`config.mk`:
```
export PLATFORM = sky130hd
export DESIGN_NAME = muxn_rr
export DESIGN_NICKNAME = d
export VERILOG_FILES = /design/src/rtl/muxn_rr.sv
export SDC_FILE = /design/constraint.sdc
export NUM_CORES = 1
export LEC_CHECK = 0
export CORE_MARGIN = 8
export CORE_UTILIZATION = 30
export DETAILED_ROUTE_END_ITERATION = 8
export GPL_TIMING_DRIVEN = 0
export PLACE_DENSITY = 0.85
export SLEW_MARGIN = 20
export SYNTH_ARGS = -nofsm -noshare
export SYNTH_HDL_FRONTEND = slang
export SYNTH_SLANG_ARGS = --single-unit
```
`constraint.sdc`:
```
create_clock -name clk -period 1.4 [get_ports clk]
set_clock_uncertainty 0.15 [all_clocks]
set_input_delay 0.28 -clock clk [delete_from_list [all_inputs] [get_ports clk]]
set_output_delay 0.28 -clock clk [all_outputs]
set_load 0.005 [all_outputs]
```
`src/rtl/muxn_rr.sv`:
```
// muxn_rr: N-input, W-bit registered multiplexer with valid/ready handshakes.
// The winning channel is picked internally and buffered in one output register.
// Build option MUXN_RR_EN: defined -> round-robin arbitration with a priority
// pointer; undefined -> fixed priority (lowest valid index wins, no pointer).
module muxn_rr #(
  parameter int unsigned N  = 4,
  parameter int unsigned W  = 8,
  parameter int unsigned SW = $clog2(N)
) (
  input  logic            clk,
  input  logic            rst,
  input  logic [N-1:0]    in_valid,
  input  logic [N*W-1:0]  in_data,
  output logic [N-1:0]    in_ready,
  output logic            out_valid,
  output logic [W-1:0]    out_data,
  output logic [SW-1:0]   out_sel,
  input  logic            out_ready
);

  logic          r_valid;
  logic [W-1:0]  r_data;
  logic [SW-1:0] r_sel;

  logic          w_load;
  logic          w_found;
  logic          w_xfer;
  logic [SW-1:0] w_gnt;
  logic [W-1:0]  w_gnt_data;
  logic          w_lo_found;
  logic [SW-1:0] w_lo_idx;

`ifdef MUXN_RR_EN
  logic [SW-1:0] r_ptr;
  logic          w_hi_found;
  logic [SW-1:0] w_hi_idx;
`endif

  // Output register may take a new word when empty or being drained.
  assign w_load = !r_valid || out_ready;
  assign w_xfer = !rst && w_load && w_found;

  // Arbitration: lowest valid index overall, and (round-robin) lowest at or above ptr.
  always_comb begin
    w_lo_found = 1'b0;
    w_lo_idx   = '0;
`ifdef MUXN_RR_EN
    w_hi_found = 1'b0;
    w_hi_idx   = '0;
`endif
    for (int i = int'(N) - 1; i >= 0; i--) begin
      if (in_valid[i]) begin
        w_lo_found = 1'b1;
        w_lo_idx   = SW'(i);
`ifdef MUXN_RR_EN
        if (32'(i) >= 32'(r_ptr)) begin
          w_hi_found = 1'b1;
          w_hi_idx   = SW'(i);
        end
`endif
      end
    end
`ifdef MUXN_RR_EN
    // A hit at or above ptr beats a wrapped-around hit below it.
    w_found = w_hi_found || w_lo_found;
    w_gnt   = w_hi_found ? w_hi_idx : w_lo_idx;
`else
    w_found = w_lo_found;
    w_gnt   = w_lo_idx;
`endif
  end

  // Select the granted channel's word for the output register.
  always_comb begin
    w_gnt_data = '0;
    for (int i = 0; i < int'(N); i++) begin
      if (w_gnt == SW'(i)) begin
        w_gnt_data = in_data[i*W +: W];
      end
    end
  end

  // One-hot ready toward the granted producer, zero when stalled or in reset.
  always_comb begin
    in_ready = '0;
    for (int i = 0; i < int'(N); i++) begin
      in_ready[i] = w_xfer && (w_gnt == SW'(i));
    end
  end

  // Output register: replace on input transfer, empty on bare output transfer.
  always_ff @(posedge clk) begin
    if (rst) begin
      r_valid <= 1'b0;
      r_data  <= '0;
      r_sel   <= '0;
    end else if (w_xfer) begin
      r_valid <= 1'b1;
      r_data  <= w_gnt_data;
      r_sel   <= w_gnt;
    end else if (out_ready) begin
      r_valid <= 1'b0;
    end
  end

`ifdef MUXN_RR_EN
  // Priority pointer moves one past the last winner, wrapping at N-1.
  always_ff @(posedge clk) begin
    if (rst) begin
      r_ptr <= '0;
    end else if (w_xfer) begin
      r_ptr <= (w_gnt == SW'(N - 1)) ? '0 : w_gnt + SW'(1);
    end
  end
`endif

  assign out_valid = r_valid;
  assign out_data  = r_data;
  assign out_sel   = r_sel;

endmodule

```
Yosys cells after proc, flatten, opt, wreduce, memory -nomap -nowiden
Index checks and enable logic that the tools add are counted.
{"block": "classes", "n_eq_ne": 3, "n_mux": 14, "reduce_logical": 11}
{"operator": "$mux 8", "count": 4}
{"operator": "$mux 2", "count": 4}
{"operator": "$logic_and 1x1->1", "count": 6}
{"operator": "$mux 1", "count": 6}
{"operator": "$eq 2x2->1 const B", "count": 2}
{"operator": "$eq 2x1->1 const B", "count": 1}
{"operator": "$logic_not 1->1", "count": 2}
{"operator": "$logic_not 2->1", "count": 1}
{"operator": "$reduce_bool 2->1", "count": 1}
{"operator": "$logic_or 1x1->1", "count": 1}
{"block": "totals", "register_bits": 11, "inputBits": 39, "elab_cells": 31}

Depth between registers and ports, before layout
Gate-level depths: netlist of run 1.
{"block": "depth", "depth_word": 9, "depth_mapped": 6, "ltp_nobuf": 4}

Least setup slack after synthesis of run 1
Ideal clock, no wire load.
{"block": "synth_timing", "path_type": "flip-flop to output port", "start": "reg r_valid (netlist: out_valid)", "end": "out in_ready[2]", "arrival_ns": 1.183, "required_ns": 0.970, "path_slack_ns": -0.213, "path_stages_with_launch": 6, "cell_sequence": "dfxtp_1 nor2b_1 buf_6 or3_1 buf_2 nor2_1"}
{"block": "synth_between", "elab_chain_cells": 5}
{"item": "start, declared", "line_no": "21", "source": "logic r_valid;"}
{"item": "start signal, assigned", "line_no": "94", "source": "r_valid <= 1'b0;"}
{"item": "start signal, assigned", "line_no": "98", "source": "r_valid <= 1'b1;"}
{"item": "start signal, assigned", "line_no": "102", "source": "r_valid <= 1'b0;"}
{"item": "$logic_not 1->1", "line_no": "40", "source": "assign w_load = !r_valid || out_ready;"}
{"item": "$logic_or 1x1->1", "line_no": "40"}
{"item": "$logic_and 1x1->1 (2 in a row)", "line_no": "41", "source": "assign w_xfer = !rst && w_load && w_found;"}
{"item": "$logic_and 1x1->1", "line_no": "87", "source": "in_ready[i] = w_xfer && (w_gnt == SW'(i));"}
{"item": "end, declared", "line_no": "14", "source": "output logic [N-1:0] in_ready,"}
Every way passes these cells.

Worst setup path after layout of run 1
Ends and elaborated chain as after synthesis.

==> results of run 1 <==
## per-layer routing
layer	track usage (%)	up-vias	share of wire (%)
li1	-	503	-
met1	17.1	496	41
met2	26.4	59	48
met3	5.10	10	8.5
met4	7.63	0	2.5
met5	0	-	0
## stage by stage
| step | cell area [um2] | TNS [ns] | hold WS (ns) | worst slack (ns) |
|---|---|---|---|---|
| final | 1490 | -4.41 | 0.267 | -0.438 |
| after global routing | 1490 | -4.94 | 0.289 | -0.487 |
| after CTS | 1430 | -3.38 | 0.315 | -0.468 |
| after detailed placement | 1320 | -11.32 | 0.313 | -1.27 |
| after global placement | 1320 | -10.52 | 0.304 | -1.21 |
| after floorplan | 758 | -0.937 | 0.301 | -0.160 |
## path summary, 6_finish.rpt
kind,start,end,cells after the start
worst max-delay path,out_valid,in_ready[2],5
worst min-delay path,in_valid[3],out_sel[1],3
worst max register to register,out_valid,out_data[6],8
worst min register to register,out_data[5],out_data[5],2
## sequential cells by signal, summed over array words and instances, names as in the netlist
| signal | count |
|---|---|
| out_sel | 2 |
| out_valid | 1 |
| out_data | 8 |
## where the power goes
part           switching [mW]  total [mW]  internal (mW)
clock                   0.116       0.226          0.110
sequential             0.0150       0.350          0.335
combinational           0.154       0.365          0.212
## kinds of logic (layout without fill, tap and decap cells)
logic type / after synthesis / in the layout / share of synthesized area, %
compound gates: 31 / 31 / 28.4
buf+inv: 10 / 76 / 6.51
flops: 11 / 11 / 30.1
simple gates: 49 / 49 / 34.9
## repair_timing
action / CTS / global route
pin swaps: 10 / 20
cloned: 1 / 0
endpoints found under the setup margin: 24 / 13
buffers inserted: 6 / 5
gates resized for setup: 56 / 20
## cell type report
class                      instances  area share [%]
tap                               30            2.53
sequential                        11            14.9
inverter                           2           0.505
multi-input combinational         80            37.7
timing repair buffer              64            39.3
clock buffer                       4            1.77
buffer                             6            3.29
## cell usage in the layout (no fill, tap or decap), types with 2 or more instances in the layout
master / n
a21oi_1: 11
a31oi_1: 8
and2_1: 2
buf_2: 7
buf_4: 7
buf_6: 4
clkbuf_1: 3
clkbuf_2: 2
clkbuf_4: 4
clkdlybuf4s50_1: 32
dfxtp_1: 10
dlygate4sd2_1: 12
inv_1: 2
nand2_1: 8
nand2_2: 9
nand2b_1: 2
nand3_1: 8
nor2_4: 2
nor2b_1: 8
o221ai_1: 8
## critical path: stages (launching register included)
cell and delay, ns:
dfxtp_2 0.32, nor2b_4 0.13, or3_4 0.38, buf_8 0.13, nor2_4 0.06, buf_2 0.11
==> impl_summary.txt, run 1 <==
----------------------------------------------------
[Clocking]
  Sink count of the clock tree ... 11
  Clk buf depth ... 2
  CTS H-tree depth ... 1
  Worst-Skew Late Latency ... 0.27 ns
  TritonCTS clock tree ... yes
  Hold-fix buffers, CTS ... 0
  Total clock buffers created by CTS ... 3
  Clock root buffer master ... clkbuf_4
  Clk slew on worst S/H paths ... 0.08 ns

[Die]
  Floorplan row count ... 18
  Area of the core ... 2390 um2
  Total die area ... 4270 um2
  Top-level port count ... 54
  Die boundary height ... 65.4 um
  Width of the die ... 65.4 um
  Initial core utilization ... 30.6%

[Power and ir drop]
  Maximum ir drop on the vdd rail ... 363 uV
  Leakage power total ... 0.597 nW
  Overall power after layout ... 0.941 mW
  Total power per unit cell area ... 634 nW/um2

[Route]
  Number of remaining DRC errors ... 0
  Avg Vias per Cell ... 5.42
  Mean routed wirelength per cell ... 17.6 um
  Starting DRT DRC Count ... 70
  Antenna Violating Nets Remaining ... 0
  Vias ... 1068
  Detailed Routing Iterations Pass 1 ... 4
  WL final ... 3.47 mm

[Finish]
  Fraction of final layout cells sized beyond drive strength 1 ... 29.9%
  Area taken by multi-input logic gates ... 561 um2
  Number of nets at the end of the flow ... 207
  Number of diodes ... 0
  Final design utilization ... 62.2%
  Layout overhead on the synthesized area ... 103%
  Count of placed standard cells in the final layout, fillers left out ... 197
  Register area ... 221 um2
  Filler instances ... 206

[GRT]
  Number of antenna violations at the first check in global routing ... 0
  Wire length of the first global-routing pass ... 5.31 mm
  Gr ovfl total ... 0
  Pin count of the biggest net entering global routing ... 11
  Number of global-route vias before repair ... 1124
  Total global routing track utilization ... 15.6%

[Timing]
  Final hold violation count ... 0
  Setup repair after global routing missed its margin ... yes
  Slew Limit Headroom ... 67.8%
  Number of endpoints failing setup at the final stage ... 13
  Highest Clock Rate ... 544 MHz
  Post-layout minimum cycle time ... 1.84 ns
  Period Utilization, post-route ... 131%
  Post-layout worst setup margin ... -0.438 ns
  Slew of the pin with the lowest slew margin ... 0.482 ns
  Final Max Tran Viols ... 0

[Critical path]
  Arrival time of data at the critical path endpoint ... 1.41 ns
  Critical path required time ... 0.97 ns
  Kind of launch point of the worst setup path ... flip-flop
  Critical-path maximum fanout ... 3
  Worst Path Class, Setup ... reg2out
  Worst setup slack for register-to-register paths ... -0.34 ns
  Endpoint kind of the worst setup timing path ... output port

[Placed design]
  Instance count after placement with tap cells included ... 183
  Routability congestion estimate ... 0.771
  HPWL Detailed ... 2.44 mm
  Number of port buffers ... 52

[Yosys]
  Synth top cells by count ... 18 x nand2_1, 12 x a21oi_1, 11 x dfxtp_1, 9 x nor2b_1
  Seq/Total Area, Yosys ... 30.1%
  Fraction of synthesized cell area taken by the top area cell type ... 30.1%
  Number of flops mapped to enable cells by yosys ... 0
  Yosys cell types ... 23
  Synth Area per Inst ... 7.23 um2
  Combined area of all synthesized cells ... 731 um2
  Register bit count reported by yosys ... 11
  Largest cells by area after synthesis ... dfxtp_1 30%, o221ai_1 9.6%, nand2_1 9.2%, a21oi_1 8.2%, nor2b_1 7.7%
  Cell taking the most area after synthesis ... dfxtp_1
  Most frequently used cell type in the post-synthesis netlist ... nand2_1
  Yosys warning count ... 0
  Share of flip-flops with an asynchronous set or reset ... 0%
  Top FF cell, synth ... dfxtp_1
  Net count after synthesis ... 140
  Cell count after synthesis ... 101

[Outcome]
  Run status ... finished with violations
  Failing checks ... setup timing

[Flow run]
  Count of maximum capacitance violations ... 0

[Hold path]
  Worst hold-check path type ... in2reg

----------------------------------------------------
Power figures use the tool's default switching activity.
==> run 2, diff against run 1 <==
--- a/config.mk
+++ b/config.mk
@@ -5,6 +5,7 @@
 export SDC_FILE = /design/constraint.sdc
 export NUM_CORES = 1
 export LEC_CHECK = 0
+export CAP_MARGIN = 20
 export CORE_MARGIN = 8
 export CORE_UTILIZATION = 30
 export DETAILED_ROUTE_END_ITERATION = 8
==> results of run 2 <==
Final layout, timing and power as in run 1 (identical DEF).
==> run 3, diff against run 2 <==
--- a/config.mk
+++ b/config.mk
@@ -8,6 +8,7 @@
 export CAP_MARGIN = 20
 export CORE_MARGIN = 8
 export CORE_UTILIZATION = 30
+export CTS_BUF_LIST = sky130_fd_sc_hd__clkbuf_4 sky130_fd_sc_hd__clkbuf_8
 export DETAILED_ROUTE_END_ITERATION = 8
 export GPL_TIMING_DRIVEN = 0
 export PLACE_DENSITY = 0.85
==> run 3 against run 2 <==
Total power rose by 2.8%. Die area unchanged. Largest cell class unchanged. Utilization grew 0.47 points. Sequential share of layout area fell by 0.11 points. The flow still finishes with violations (setup timing). Clock power increased by 10%.
==> impl_summary.txt, run 3 (synthesized netlist as in run 1, its figures left out) <==
----------------------------------------------------
[Outcome]
  Run status ... finished with violations
  Failing checks ... setup timing

[Finish]
  Number of nets at the end of the flow ... 207 (unchanged)
  Filler instances ... 203 (-1.5%)
  Register area ... 221 um2 (unchanged)
  Number of diodes ... 0 (unchanged)
  Commonest cells after routing, fill and taps aside ... 32 x clkdlybuf4s50_1, 12 x dlygate4sd2_1, 11 x a21oi_1, 10 x dfxtp_1, 9 x nand2_1
  Layout overhead on the synthesized area ... 105%
  Max reg flops ... 8 (unchanged)
  Fraction of final layout cells sized beyond drive strength 1 ... 30.5% (+0.60 points)
  Area taken by multi-input logic gates ... 564 um2 (+0.67%)
  Most common library cell in the layout ignoring fill and taps ... clkdlybuf4s50_1
  Post-route cell area ... 1500 um2 (+0.76%)

[Timing]
  Period Utilization, post-route ... 131% (about the same)
  Number of endpoints failing setup at the final stage ... 13 (unchanged)
  Post-layout minimum cycle time ... 1.84 ns (-0.000354 ns)
  Final hold violation count ... 0 (unchanged)
  Post-layout worst setup margin ... -0.438 ns (+0.000354 ns)
  Setup repair after global routing missed its margin ... yes
  Final Max Tran Viols ... 0 (unchanged)
  Slew of the pin with the lowest slew margin ... 0.498 ns (+0.0154 ns)
  Highest Clock Rate ... 544 MHz (about the same)
  Slew Limit Headroom ... 66.8% (-1.0 points)

[Clocking]
  CTS H-tree depth ... 1 (unchanged)
  Sink count of the clock tree ... 11 (unchanged)
  Worst-Skew Late Latency ... 0.27 ns (about the same)
  TritonCTS clock tree ... yes
  Clock root buffer master ... clkbuf_4
  Clk buf depth ... 2 (unchanged)
  Clk slew on worst S/H paths ... 0.08 ns (about the same)
  Total clock buffers created by CTS ... 3 (unchanged)

[Critical path]
  Worst-path cell chain ... nor2b_4, or3_4, buf_8, nor2_4, buf_2
  Kind of launch point of the worst setup path ... flip-flop
  Critical-path maximum fanout ... 3 (unchanged)
  Critical path required time ... 0.97 ns (about the same)
  Gate family responsible for the most delay along the worst path ... simple AND/OR/NAND/NOR gates
  Stage delay of the slowest cell on the critical path ... 0.38 ns (about the same)
  Worst path slowest cell ... or3_4
  Buffer and inverter count on the worst path ... 2 (unchanged)
  Arrival time of data at the critical path endpoint ... 1.41 ns (about the same)
  Worst Path Class, Setup ... reg2out
  Endpoint kind of the worst setup timing path ... output port

[Power and ir drop]
  Overall power after layout ... 0.968 mW (+2.8%)
  Total power per unit cell area ... 647 nW/um2 (+2.1%)
  Leakage power total ... 0.601 nW (+0.73%)
  Maximum ir drop on the vdd rail ... 459 uV (+26%)

[Die]
  Floorplan row count ... 18 (unchanged)
  Die boundary height ... 65.4 um (unchanged)
  Total die area ... 4270 um2 (unchanged)
  Area of the core ... 2390 um2 (unchanged)
  Top-level port count ... 54 (unchanged)
  Initial core utilization ... 30.6% (unchanged)
  Width of the die ... 65.4 um (unchanged)

[Route]
  Vias ... 1044 (-2.2%)
  Avg Vias per Cell ... 5.30 (-2.2%)
  Number of remaining DRC errors ... 0 (unchanged)
  Mean routed wirelength per cell ... 17.8 um (+1.0%)
  Antenna Violating Nets Remaining ... 0 (unchanged)
  Detailed Routing Iterations Pass 1 ... 4 (unchanged)
  WL final ... 3.51 mm (+1.0%)
  Starting DRT DRC Count ... 68 (-2.9%)

[Placed design]
  Number of port buffers ... 52 (unchanged)
  HPWL Detailed ... 2.44 mm (unchanged)
  Routability congestion estimate ... 0.771 (unchanged)
  Placed standard-cell area ... 1320 um2 (unchanged)
  Setup slack after placement ... -1.27 ns (unchanged)

[GRT]
  Gr ovfl total ... 0 (unchanged)
  Total global routing track utilization ... 15.4% (-0.21 points)
  Wire length of the first global-routing pass ... 5.26 mm (-0.92%)
  Pin count of the biggest net entering global routing ... 11 (unchanged)
  Number of global-route vias before repair ... 1107 (-1.5%)
  Number of antenna violations at the first check in global routing ... 0 (unchanged)

[Flow run]
  Count of maximum capacitance violations ... 0 (unchanged)

[Hold path]
  Worst hold-check path type ... in2reg

----------------------------------------------------
[run 3: cell counts in the layout (fill, tap and decap cells not counted)]
No cell type changed its count.
[run 3: where the power goes]
| group | switching, mW | total (mW) | internal, mW |
|---|---|---|---|
| Combinational | 0.156 | 0.370 | 0.213 |
| Clock | 0.119 | 0.249 | 0.130 |
| Sequential | 0.0145 | 0.349 | 0.335 |
[run 3: routing by layer]
| layer | up-vias | track usage, % | wire, um |
|---|---|---|---|
| met4 | 0 | 7.36 | 58 |
| met1 | 486 | 16.6 | 1440 |
| met5 | - | 0 | 0 |
| met2 | 50 | 26.4 | 1750 |
| met3 | 6 | 5.10 | 256 |
| li1 | 502 | - | - |
[run 3: through the flow]
step,cells,hold slack [ns],utilization (%),setup TNS (ns)
finish,197,0.261,62.7,-4.46
global route,197,0.276,62.7,-4.92
CTS,192,0.315,60.0,-3.38
detailed placement,183,0.313,55.1,-11.32
global placement,183,0.304,55.1,-10.52
floorplan,101,0.301,-,-0.937
[run 3: area by class of cell]
type / count / area share (%)
buffer: 6 / 3.26
sequential: 11 / 14.8
inverter: 2 / 0.502
clock buffer: 4 / 2.01
tap: 30 / 2.51
multi-input combinational: 80 / 37.7
timing repair buffer: 64 / 39.2
[run 3: path summary, 6_finish.rpt]
kind / from / to / slack [ns] / depth (start not counted)
worst min register to register: out_data[2] / out_data[2] / 0.35 / 2
worst min-delay path: in_valid[3] / out_sel[1] / 0.26 / 3
worst max-delay path: out_valid / in_ready[2] / -0.44 / 5
worst max register to register: out_valid / out_data[5] / -0.37 / 8
[run 3: timing repair]
action / in CTS / in global routing
cloned: 1 / 0
resized for setup: 56 / 21
hold buffers: 0 / 0
endpoints found under the hold margin: 0 / 0
pin swaps: 10 / 19
setup endpoints to repair: 24 / 13
setup buffers: 6 / 5
[run 3: tightest hold or removal path: stages]
cell	delay, ns
buf_2	0.15
o21ai_0	0.15
a21oi_1	0.06
